**src/rtl/ip_fetch_unit.sv**
```systemverilog
// Instruction-pointer / fetch stage feeding the decoder: owns IP, operand latch and IR.
// Optional retired-instruction counter on o_retired is built when IP_TRACE_EN is defined.
module ip_fetch_unit #(
    parameter int unsigned DATA_WIDTH = 8,
    parameter int unsigned ADDR_WIDTH = 8,
    parameter logic [ADDR_WIDTH-1:0] RESET_IP = '0,
    parameter logic [DATA_WIDTH-1:0] RESET_IR = '0
) (
    input  logic                  clk,
    input  logic                  rst_n,
    input  logic                  i_hold_ip_flag,
    input  logic                  i_reset_ip,
    input  logic                  i_select_jump_address,
    input  logic                  i_condition,
    input  logic                  i_ir_enable,
    input  logic                  i_memory_address_source,
    input  logic                  i_memory_read_enable,
    input  logic                  i_memory_write_enable,
    input  logic [DATA_WIDTH-1:0] i_mem_rdata,
    output logic [ADDR_WIDTH-1:0] o_mem_addr,
    output logic                  o_mem_rd,
    output logic                  o_mem_wr,
    output logic [DATA_WIDTH-1:0] o_ir,
    output logic [ADDR_WIDTH-1:0] o_ip,
    output logic [ADDR_WIDTH-1:0] o_opnd_addr,
    output logic                  o_run,
    output logic [15:0]           o_retired
);

    localparam int unsigned RET_W = 16;

    typedef enum logic [1:0] {
        S_RESET = 2'd0,
        S_PRIME = 2'd1,
        S_RUN   = 2'd2
    } state_e;

    state_e                  state_q, state_d;
    logic [ADDR_WIDTH-1:0]   ip_q, ip_d;
    logic [ADDR_WIDTH-1:0]   opnd_q, opnd_d;
    logic [DATA_WIDTH-1:0]   instr_q, instr_d;
    logic                    rd_q, rd_d;
    logic                    ir_q, ir_d;
    logic                    src_q, src_d;

    logic                    mem_rd_c;
    logic                    mem_wr_c;
    logic [ADDR_WIDTH-1:0]   mem_addr_c;
    logic                    ir_load_c;
    logic                    ip_restart_c;

    // Memory strobes and address: only S_RUN follows the decoder, priming always reads at IP.
    always_comb begin
        mem_rd_c   = 1'b0;
        mem_wr_c   = 1'b0;
        mem_addr_c = ip_q;
        case (state_q)
            S_PRIME: mem_rd_c = 1'b1;
            S_RUN: begin
                mem_wr_c = i_memory_write_enable;
                mem_rd_c = i_memory_read_enable & ~i_memory_write_enable;
                if (i_memory_address_source) begin
                    mem_addr_c = opnd_q;
                end
            end
            default: ;
        endcase
    end

    // Next-state: sequencing, read-return capture and IP priority chain.
    always_comb begin
        state_d      = state_q;
        ip_d         = ip_q;
        opnd_d       = opnd_q;
        instr_d      = instr_q;
        rd_d         = mem_rd_c;
        ir_d         = i_ir_enable;
        src_d        = i_memory_address_source;
        ir_load_c    = 1'b0;
        ip_restart_c = 1'b0;
        case (state_q)
            S_RESET: begin
                state_d = S_PRIME;
                ir_d    = 1'b0;
                src_d   = 1'b0;
            end
            S_PRIME: begin
                state_d = S_RUN;
                ir_d    = 1'b1;
                src_d   = 1'b0;
                ip_d    = ip_q + ADDR_WIDTH'(1);
            end
            S_RUN: begin
                if (i_reset_ip) begin
                    // Restart: the returning word and the read issued now are both dropped.
                    state_d      = S_RESET;
                    ip_d         = RESET_IP;
                    instr_d      = RESET_IR;
                    rd_d         = 1'b0;
                    ir_d         = 1'b0;
                    src_d        = 1'b0;
                    ip_restart_c = 1'b1;
                end else begin
                    if (rd_q && ir_q) begin
                        instr_d   = i_mem_rdata;
                        ir_load_c = 1'b1;
                    end else if (rd_q && !src_q) begin
                        opnd_d = ADDR_WIDTH'(i_mem_rdata);
                    end

                    if (i_hold_ip_flag || i_memory_write_enable) begin
                        ip_d = ip_q;
                    end else if (i_select_jump_address && i_condition) begin
                        ip_d = opnd_q;
                    end else if (i_memory_read_enable && i_memory_address_source) begin
                        ip_d = opnd_q + ADDR_WIDTH'(1);
                    end else if (i_memory_read_enable) begin
                        ip_d = ip_q + ADDR_WIDTH'(1);
                    end
                end
            end
            default: begin
                state_d = S_RESET;
            end
        endcase
    end

    always_ff @(posedge clk) begin
        if (!rst_n) begin
            state_q <= S_RESET;
            ip_q    <= RESET_IP;
            opnd_q  <= '0;
            instr_q <= RESET_IR;
            rd_q    <= 1'b0;
            ir_q    <= 1'b0;
            src_q   <= 1'b0;
        end else begin
            state_q <= state_d;
            ip_q    <= ip_d;
            opnd_q  <= opnd_d;
            instr_q <= instr_d;
            rd_q    <= rd_d;
            ir_q    <= ir_d;
            src_q   <= src_d;
        end
    end

`ifdef IP_TRACE_EN
    logic [RET_W-1:0] retired_q, retired_d;

    // Saturating count of IR loads, cleared on IP restart.
    always_comb begin
        retired_d = retired_q;
        if (ip_restart_c) begin
            retired_d = '0;
        end else if (ir_load_c && (retired_q != '1)) begin
            retired_d = retired_q + RET_W'(1);
        end
    end

    always_ff @(posedge clk) begin
        if (!rst_n) begin
            retired_q <= '0;
        end else begin
            retired_q <= retired_d;
        end
    end

    assign o_retired = retired_q;
`else
    logic unused_trace_c;
    assign unused_trace_c = ir_load_c ^ ip_restart_c;
    assign o_retired      = RET_W'(0);
`endif

    assign o_mem_addr  = mem_addr_c;
    assign o_mem_rd    = mem_rd_c;
    assign o_mem_wr    = mem_wr_c;
    assign o_ir        = instr_q;
    assign o_ip        = ip_q;
    assign o_opnd_addr = opnd_q;
    assign o_run       = (state_q == S_RUN);

endmodule

```
**config.mk**
```make
export PLATFORM = sky130hd
export DESIGN_NAME = ip_fetch_unit
export DESIGN_NICKNAME = d
export VERILOG_FILES = /design/src/rtl/ip_fetch_unit.sv
export SDC_FILE = /design/constraint.sdc
export NUM_CORES = 1
export LEC_CHECK = 0
export CORE_ASPECT_RATIO = 2
export CORE_MARGIN = 2
export CORE_UTILIZATION = 47
export CTS_BUF_LIST = sky130_fd_sc_hd__clkbuf_4 sky130_fd_sc_hd__clkbuf_8
export CTS_CLUSTER_SIZE = 16
export DETAILED_ROUTE_END_ITERATION = 10
export GPL_ROUTABILITY_DRIVEN = 0
export PLACE_DENSITY = 0.85
export SETUP_SLACK_MARGIN = 0.02
export SLEW_MARGIN = 20
export SYNTH_ARGS = -nofsm -noshare
export SYNTH_HDL_FRONTEND = slang
export SYNTH_SLANG_ARGS = --single-unit
```
**constraint.sdc**
```tcl
create_clock -name clk -period 2.1 [get_ports clk]
set_clock_uncertainty 0.1 [all_clocks]
set_input_delay 0.21 -clock clk [delete_from_list [all_inputs] [get_ports clk]]
set_output_delay 0.21 -clock clk [all_outputs]
set_load 0.01 [all_outputs]
```
==> impl_metrics.py, run 1 <==
metrics = {
    "layout": {
        "instances_no_fill": 355,
        "drive_above_1_share_pct": 14.2,
        "num_antenna_cells": 0,
        "areaGrowthSynthToFinish_pct": 34.9,
        "fin_util_pct": 65.9,
        "nNetsFinal": 327,
    },
    "critical_path": {
        "crit_path_cell_trace": "inv_1, ha_2, nand2_2, buf_12, mux2_2, dlygate4sd2_1",
        "slowest_stage": "dfxtp_1",
        "timing.rr.end": "o_ip[5]",
        "path_max_fanout": 10,
        "path_buf_inv": 3,
        "ff2ff_path_depth": 6,
        "cp-end-kind": "output port",
        "arrival_ns": 1.70,
        "crit_required_ns": 1.79,
        "crit_type": "flip-flop to output port",
        "crit_family": "buffers and inverters",
        "cp-start-kind": "flip-flop",
        "rr_startpoint": "state_q[1]",
        "max_stage_delay_ns": 0.33,
        "ff2ff_setup_slack_ns": 0.14,
    },
    "drt": {
        "via_count": 2065,
        "viasPerCell": 5.82,
        "drc": 0,
        "routed_wl_mm": 5.89,
        "postRouteAntennaNets": 0,
        "drtPass1Iterations": 4,
        "drt-wirelength-per-cell_um": 16.6,
        "drt_iter0_drc": 55,
    },
    "timing": {
        "fin_crit_sh_pct": 95.6,
        "period_minus_slack_ns": 2.01,
        "tns_ns": 0,
        "rsz0062_at_grt": "yes",
        "drv_slew": 0,
        "holdWs_ns": 0.401,
        "finalSetupViolCount": 0,
        "fmax_mhz": 498,
        "hold_violations": 0,
    },
    "floorplan": {
        "num_rows": 33,
        "initial_core_util_pct": 48.8,
        "io_pins": 69,
        "fp.coreArea_mm2": 0.00413,
        "die_w_um": 50.3,
        "dieArea_mm2": 0.00486,
        "die_h_um": 96.6,
    },
    "grt": {
        "grt_overflow": 0,
        "grt_pass1_vias": 1979,
        "grt_pass1_wl_mm": 9.51,
        "grt_start_max_net_pins": 30,
        "grt_antenna_before_repair": 0,
        "grt_use_total_pct": 24.9,
    },
    "clocking": {
        "path_clk_slew_ns": 0.06,
        "insertion_delay_ns": 0.28,
        "numClockSinks": 29,
        "numCtsBuffers": 5,
        "cts_tree": "done",
        "post_cts_hold_buffer_count": 0,
        "clockBufferDepth": 2,
        "clock_tree.root_cell": "clkbuf_8",
        "htree_num_levels": 2,
    },
    "status": {
        "status": "finished clean",
    },
    "yosys": {
        "ys.flop_type": "dfxtp_1",
        "synthesis.instances": 239,
        "ys_warn_count": 0,
        "synth_top_cell_by_area": "dfxtp_1",
        "ys_ff_latch": 29,
        "yosys-top-cells-area": "dfxtp_1 29%, buf_4 6.3%, nor2b_1 5.6%",
        "netlist_area_mm2": 0.00202,
        "yosysMostFrequentCell": "dfxtp_1",
        "synth-edff-count": 0,
        "syn_avg_cell_area_um2": 8.43,
        "synthTopCellsByCount": "29 x dfxtp_1, 18 x nor2b_1, 17 x buf_4, 17 x nand2_1, 11 x o21ai_0",
        "async_flop_share_pct": 0,
        "synth_top_area_share_pct": 28.8,
        "ys_seq_area_share_pct": 28.8,
        "ys_types": 52,
    },
    "hold_path": {
        "holdCritStartpoint": "state_q[1]",
        "min_path_cells": 2,
        "hold_path_end": "state_q[1]",
        "hp-class": "flip-flop to flip-flop",
    },
    "pwr": {
        "internal_power_mw": 0.998,
        "p_leak_nw": 1.18,
        "vdd_drop_max_uv": 670,
        "switchingPower_mw": 0.467,
        "pwr-share-clk_pct": 31.2,
        "p_per_area_mw_per_mm2": 538,
        "seq_power_share_pct": 41.8,
        "power_frac_comb_pct": 27.0,
        "finalPower_mw": 1.46,
        "switching_share_pct": 31.9,
    },
    "place": {
        "hpwl_mm": 4.32,
        "dp.cells": 343,
        "numPortBuffers": 52,
    },
    "flow_run": {
        "maxCapViolCount": 0,
    },
}
## worst max path at each step
stage / startpoint / to / cells past startpoint
floorplan: state_q[0] / o_ip[7] / 6
detailed placement: i_memory_address_source / o_mem_addr[0] / 5
global route: state_q[1] / o_ip[7] / 6
CTS: state_q[0] / o_mem_addr[0] / 6
finish: state_q[0] / o_mem_addr[0] / 6
global placement: i_memory_address_source / o_mem_addr[0] / 5
## power by group through the flow
| stage | registers, mW | clock network [mW] | logic [mW] |
|---|---|---|---|
| 2_1_floorplan | 0.616 | 0 | 0.228 |
| 3_5_place_dp | 0.622 | 0 | 0.390 |
| 4_1_cts | 0.610 | 0.462 | 0.389 |
| 5_1_grt | 0.614 | 0.487 | 0.429 |
| 6_report | 0.611 | 0.457 | 0.396 |
| 3_3_place_gp | 0.621 | 0 | 0.383 |
## worst register-to-register path, cell delays in order, from the launching register on
cell and delay, ns:
dfxtp_1 0.37, inv_1 0.09, ha_1 0.34, nor3b_4 0.25
a22oi_2 0.13, a221o_1 0.37, a32o_1 0.20
## cells in the final DEF (no fill, tap or decap), types with 2 or more instances in the layout
master,n
nor2b_1,18
inv_1,5
a221o_1,2
o21a_1,2
a211o_1,2
a21oi_1,8
and3_1,5
or3_1,2
nor2_1,6
nand3_1,9
a22oi_1,9
xor2_1,2
a32o_1,2
clkbuf_8,5
and4_1,2
nor3_1,3
o21bai_1,2
and2_1,6
a21o_1,4
dlygate4sd2_1,9
mux2i_1,9
a31oi_1,5
ha_1,6
nor4_1,2
buf_4,16
o21ai_0,11
o211ai_1,4
conb_1,16
clkinv_2,2
nand2b_1,4
clkdlybuf4s50_1,42
dfxtp_1,29
nand4_1,4
nand2_1,16
a21boi_0,3
mux2_2,7
## timing repair
item                                    CTS  global route
setup buffers                             3             1
endpoints found under the setup margin    9            20
resized for setup                        11             4
pin swaps                                 0             1
## registers in the layout, summed over array words and instances (netlist names)
name	flops
ir_q	1
state_q	2
rd_q	1
o_opnd_addr	8
src_q	1
o_ir	8
o_ip	8
## final cells by class
class / count / area, um^2
inverter: 5 / 18.8
tap: 52 / 65.1
clock inverter: 3 / 17.5
clock buffer: 5 / 68.8
timing repair buffer: 70 / 663
multi-input combinational: 191 / 1310
sequential: 29 / 581
fill: 367 / 1410
## metrics by stage
| stage | setup slack, ns | cell area (um^2) |
|---|---|---|
| finish | 0.0918 | 2720 |
| CTS | 0.0481 | 2700 |
| detailed placement | 0.107 | 2600 |
| global route | 0.00321 | 2720 |
| floorplan | 0.191 | 2070 |
| global placement | 0.109 | 2600 |
## layer usage
metal	vias up	part of all wire, %	GRT usage, %
met5	-	0	0
met4	0	5.8	15.6
met3	30	6.1	4.48
met2	104	54	45.5
met1	963	34	24.4
li1	968	-	-
## kinds of logic after synthesis
logic type	Yosys count	synth area share (%)
AO/OA/AOI/OAI	64	23.1
XOR/XNOR	3	1.30
adder cells (fa/ha/maj)	7	4.34
buffers and inverters	34	9.81
flip-flops	29	28.8
multiplexers	16	8.38
other	1	0.186
AND/OR/NAND/NOR	85	24.1
(Power assumes the default switching activity.)
==> run 2: changes to the inputs <==
--- a/config.mk
+++ b/config.mk
@@ -6,7 +6,6 @@
 export NUM_CORES = 1
 export LEC_CHECK = 0
 export CORE_ASPECT_RATIO = 2
-export CORE_MARGIN = 2
 export CORE_UTILIZATION = 47
 export CTS_BUF_LIST = sky130_fd_sc_hd__clkbuf_4 sky130_fd_sc_hd__clkbuf_8
 export CTS_CLUSTER_SIZE = 16
==> run 2 against run 1 <==
Against the previous run:
- final cell count increased by 0.56%
- via count increased by 0.63%
- sequential power about the same
- sequential share of layout area decreased by 0.45 points
- critical path depth unchanged
- wire length increased by 0.17%
- utilization increased by 2.1 points
- non-clock buffer count increased by 2
- cell area increased by 2.2%
- setup slack got worse by 0.0037 ns
- flip-flop and latch count unchanged
- critical path type unchanged
==> impl_metrics.py, run 2 (same netlist as run 1, synthesis figures left out) <==
metrics = {
    "floorplan": {
        "initial_core_util_pct": 49.3,
        "dieArea_mm2": 0.00457,
        "die_w_um": 48.3,
        "io_pins": 69,
        "num_rows": 33,
        "fp.coreArea_mm2": 0.00409,
        "die_h_um": 94.6,
    },
    "timing": {
        "worst_slack_ns": 0.0881,
        "rsz0062_at_grt": "yes",
        "hold_violations": 0,
        "period_minus_slack_ns": 2.01,
        "drv_slew": 0,
        "finalSetupViolCount": 0,
        "fin_crit_sh_pct": 95.8,
        "fmax_mhz": 497,
    },
    "drt": {
        "drtPass1Iterations": 4,
        "routed_wl_mm": 5.90,
        "drt-wirelength-per-cell_um": 16.5,
        "drt_iter0_drc": 58,
        "drc": 0,
        "viasPerCell": 5.82,
        "postRouteAntennaNets": 0,
        "via_count": 2078,
    },
    "critical_path": {
        "ff2ff_path_depth": 7,
        "cp-start-kind": "flip-flop",
        "path_max_fanout": 10,
        "arrival_ns": 1.70,
        "crit_required_ns": 1.79,
        "cp-end-kind": "output port",
        "crit_type": "flip-flop to output port",
    },
    "clocking": {
        "path_clk_slew_ns": 0.06,
        "clockBufferDepth": 2,
        "clock_tree.root_cell": "clkbuf_8",
        "htree_num_levels": 2,
        "numClockSinks": 29,
        "numCtsBuffers": 5,
        "cts_tree": "done",
        "insertion_delay_ns": 0.29,
    },
    "layout": {
        "drive_above_1_share_pct": 14.4,
        "nNetsFinal": 329,
        "final_cell_mix": "43 x clkdlybuf4s50_1, 29 x dfxtp_1, 18 x nor2b_1, 18 x buf_4",
        "layout_commonest_cell": "clkdlybuf4s50_1",
        "num_antenna_cells": 0,
        "fin_util_pct": 68.0,
        "instances_no_fill": 357,
        "areaGrowthSynthToFinish_pct": 37.9,
        "nFillCells": 328,
    },
    "pwr": {
        "p_per_area_mw_per_mm2": 589,
        "vdd_drop_max_uv": 546,
        "p_leak_nw": 1.18,
        "finalPower_mw": 1.64,
    },
    "grt": {
        "grt_pass1_wl_mm": 9.59,
        "grt_use_total_pct": 27.1,
        "grt_pass1_vias": 2200,
        "grt_overflow": 0,
        "grt_start_max_net_pins": 22,
        "grt_antenna_before_repair": 0,
    },
    "place": {
        "dp_slack_ns": 0.0700,
        "numPortBuffers": 52,
        "hpwl_mm": 4.43,
        "dp.cells": 345,
    },
    "status": {
        "status": "finished clean",
    },
    "flow_run": {
        "maxCapViolCount": 0,
    },
    "hold_path": {
        "hp-class": "flip-flop to flip-flop",
        "min_path_cells": 2,
    },
}
run 2: changes by cell type in the layout (fill, tap and decap cells not counted), sizes merged:
cell / previous run / this run
clkbuf: 5 / 7
buf: 18 / 20
clkdlybuf4s50: 42 / 43
bufinv: 0 / 1
clkinvlp: 1 / 0
dlygate4sd2: 9 / 2
clkinv: 2 / 0
clkdlybuf4s15: 0 / 6
run 2: worst max-delay path: stages, from the launching register on:
cell,delay [ns]
dfxtp_1,0.33
inv_1,0.07
ha_2,0.21
nand2_2,0.10
buf_12,0.13
mux2_2,0.33
clkdlybuf4s15_1,0.24
run 2: area by class of cell:
type / count / area [um^2] / area share (%)
multi-input cells: 191 / 1310 / 47.1
repair buffers: 72 / 687 / 24.7
flip-flops and latches: 29 / 581 / 20.9
clock buffers: 7 / 90.1 / 3.24
well taps: 52 / 65.1 / 2.34
clock inverters: 1 / 30.0 / 1.08
inverters: 5 / 18.8 / 0.675
run 2: power breakdown:
group / internal (mW) / leakage, nW / switching (mW)
clock: 0.399 / 0.0619 / 0.221
combinational: 0.202 / 0.884 / 0.201
sequential: 0.573 / 0.235 / 0.0390
run 2: stage by stage:
| stage | hold WS (ns) | cell area, um^2 | setup TNS (ns) |
|---|---|---|---|
| after floorplan | 0.243 | 2070 | 0 |
| after global placement | 0.383 | 2610 | 0 |
| after detailed placement | 0.395 | 2610 | 0 |
| after CTS | 0.406 | 2750 | -0.000299 |
| after global routing | 0.444 | 2780 | 0 |
| final | 0.399 | 2780 | 0 |
run 2: final timing paths:
check,end,start,slack [ns]
worst min-delay path,state_q[1],state_q[1],0.40
worst min register to register,state_q[1],state_q[1],0.40
worst max register to register,o_ip[7],state_q[1],0.09
worst max-delay path,o_mem_addr[5],state_q[0],0.09
run 2: timing repair:
| item | 4_1_cts | 5_1_grt |
|---|---|---|
| setup endpoints to repair | 9 | 15 |
| resized for setup | 11 | 9 |
| pin swaps | 0 | 1 |
| hold buffers | 0 | 0 |
| buffers inserted | 3 | 1 |
run 2: metal layers:
metal  share of wire, %  vias to the layer above  track usage (%)  wire (um)
li1                   -                      970                -          -
met1                 33                      960             22.1       1960
met2                 55                      118             52.8       3240
met3                5.8                       30             5.80        341
met4                6.0                        0             24.3        353
met5                  0                        -                0          0
==> run 3: changes to the inputs <==
--- a/config.mk
+++ b/config.mk
@@ -5,7 +5,6 @@
 export SDC_FILE = /design/constraint.sdc
 export NUM_CORES = 1
 export LEC_CHECK = 0
-export CORE_ASPECT_RATIO = 2
 export CORE_UTILIZATION = 47
 export CTS_BUF_LIST = sky130_fd_sc_hd__clkbuf_4 sky130_fd_sc_hd__clkbuf_8
 export CTS_CLUSTER_SIZE = 16
==> run 3 against run 2 <==
Against the previous run:
- sequential share of layout area increased by 0.53 points
- sequential power is essentially flat
- via count shrank 1.6%
- hold slack gained 0.0013 ns
- flip-flop and latch count stayed put
- highest routed layer unchanged
- setup slack better by 0.010 ns
- critical path depth is the same
==> impl_metrics.py, run 3 (same netlist as run 1, synthesis figures left out) <==
metrics = {
    "layout": {
        "drive_above_1_share_pct": 13.4,
        "layout_commonest_cell": "clkdlybuf4s50_1",
        "nNetsFinal": 323,
        "nFillCells": 318,
        "final_area_mm2": 0.00272,
        "multi_input_area_mm2": 0.00131,
        "final_cell_mix": "42 x clkdlybuf4s50_1, 27 x dfxtp_1, 18 x nor2b_1",
        "seq_area_um2": 583,
        "fin_util_pct": 67.1,
        "areaGrowthSynthToFinish_pct": 35.0,
        "num_antenna_cells": 0,
    },
    "drt": {
        "viasPerCell": 5.86,
        "routed_wl_mm": 5.50,
        "drtPass1Iterations": 5,
        "via_count": 2045,
        "drt-wirelength-per-cell_um": 15.8,
        "postRouteAntennaNets": 0,
        "drc": 0,
        "drt_iter0_drc": 219,
    },
    "place": {
        "numPortBuffers": 52,
        "hpwl_mm": 3.97,
        "post_dp_cell_area_mm2": 0.00259,
    },
    "floorplan": {
        "dieArea_mm2": 0.00455,
        "io_pins": 69,
        "die_w_um": 67.5,
        "initial_core_util_pct": 49.7,
        "die_h_um": 67.5,
        "fp.coreArea_mm2": 0.00406,
        "num_rows": 23,
    },
    "timing": {
        "fin_crit_sh_pct": 95.3,
        "rsz0062_at_grt": "no",
        "tns_ns": 0,
        "finalSetupViolCount": 0,
        "fmax_mhz": 500,
        "drv_slew": 0,
        "period_minus_slack_ns": 2.00,
        "hold_violations": 0,
    },
    "clocking": {
        "numCtsBuffers": 5,
        "path_clk_slew_ns": 0.06,
        "numClockSinks": 29,
        "clockBufferDepth": 2,
        "cts_tree": "done",
        "post_cts_hold_buffer_count": 0,
        "insertion_delay_ns": 0.28,
        "htree_num_levels": 2,
        "clock_tree.root_cell": "clkbuf_8",
    },
    "critical_path": {
        "path_buf_inv": 3,
        "timing.rr.end": "o_ip[7]",
        "cp.depth": 6,
        "slowest_stage": "dfxtp_2",
        "rr_startpoint": "state_q[1]",
        "crit_path_cell_trace": "inv_1, ha_2, nand2_2, buf_12, mux2_2, dlygate4sd2_1",
        "crit_type": "flip-flop to output port",
        "max_stage_delay_ns": 0.33,
        "ff2ff_setup_slack_ns": 0.14,
        "crit_required_ns": 1.79,
        "path_max_fanout": 10,
        "cp-start-kind": "flip-flop",
        "ff2ff_path_depth": 6,
        "crit_family": "buffers and inverters",
        "arrival_ns": 1.69,
        "cp-end-kind": "output port",
    },
    "grt": {
        "grt_start_max_net_pins": 30,
        "grt_overflow": 0,
        "grt_antenna_before_repair": 0,
        "grt_pass1_wl_mm": 8.88,
        "grt_pass1_vias": 1864,
        "grt_use_total_pct": 25.9,
    },
    "status": {
        "status": "finished clean",
    },
    "hold_path": {
        "hp-class": "flip-flop to flip-flop",
        "hold_path_end": "state_q[1]",
        "min_path_cells": 2,
        "holdCritStartpoint": "state_q[1]",
    },
    "pwr": {
        "finalPower_mw": 1.61,
        "vdd_drop_max_uv": 327,
        "p_leak_nw": 1.17,
        "p_per_area_mw_per_mm2": 591,
    },
    "flow_run": {
        "maxCapViolCount": 0,
    },
}
[run 3: changes by cell type in the layout (fill, tap and decap cells not counted)]
cell | before | now
dlygate4sd2_1 | 2 | 9
clkdlybuf4s15_1 | 6 | 0
buf_4 | 18 | 13
dfxtp_1 | 29 | 27
dfxtp_2 | 0 | 2
buf_6 | 1 | 0
clkdlybuf4s50_1 | 43 | 42
[run 3: cell type report]
cell class                      instances  area share [%]
Clock buffer                            7            3.31
Sequential cell                        29            21.4
Tap cell                               50            2.30
Inverter                                5           0.690
Clock inverter                          1            1.10
Timing Repair Buffer                   66            23.1
Multi-Input combinational cell        191            48.0
[run 3: timing repair]
item	4_1_cts	5_1_grt
gates cloned	0	0
setup buffers	0	1
endpoints found under the setup margin	9	23
gates resized for setup	11	5
pin swaps	0	1
[run 3: worst max path at each step]
stage                       startpoint            end  slack, ns
6_report                    state_q[0]  o_mem_addr[1]        0.1
3_3_place_gp   i_memory_address_source  o_mem_addr[2]       0.08
4_1_cts                     state_q[0]          o_run       0.01
5_1_grt                     state_q[0]  o_mem_addr[0]       0.03
2_1_floorplan               state_q[0]        o_ip[7]       0.19
3_5_place_dp   i_memory_address_source  o_mem_addr[0]        0.1
[run 3: power breakdown]
| part | internal (mW) | switching (mW) | leakage, nW |
|---|---|---|---|
| sequential | 0.574 | 0.0369 | 0.236 |
| clock | 0.399 | 0.220 | 0.0619 |
| combinational | 0.183 | 0.195 | 0.876 |
| total | 1.16 | 0.451 | 1.17 |
[run 3: worst min-delay path: stages, from the launching register on]
cell	delay (ns)
dfxtp_2	0.34
nand2_1	0.05
a21boi_0	0.07
[run 3: routing by layer]
layer	GRT usage, %	vias to the layer above	routed length [um]
met3	6.93	9	576
met1	33.3	944	2290
met5	0	-	0
met2	40.0	137	2570
li1	-	955	-
met4	12.2	0	62
[run 3: through the flow]
step           setup slack, ns  hold WS [ns]  instances
6_report                0.0986         0.400        349
5_1_grt                 0.0334         0.437        349
4_1_cts                 0.0143         0.399        348
3_5_place_dp            0.0972         0.412        340
3_3_place_gp            0.0803         0.386        340
2_1_floorplan            0.191         0.243        254
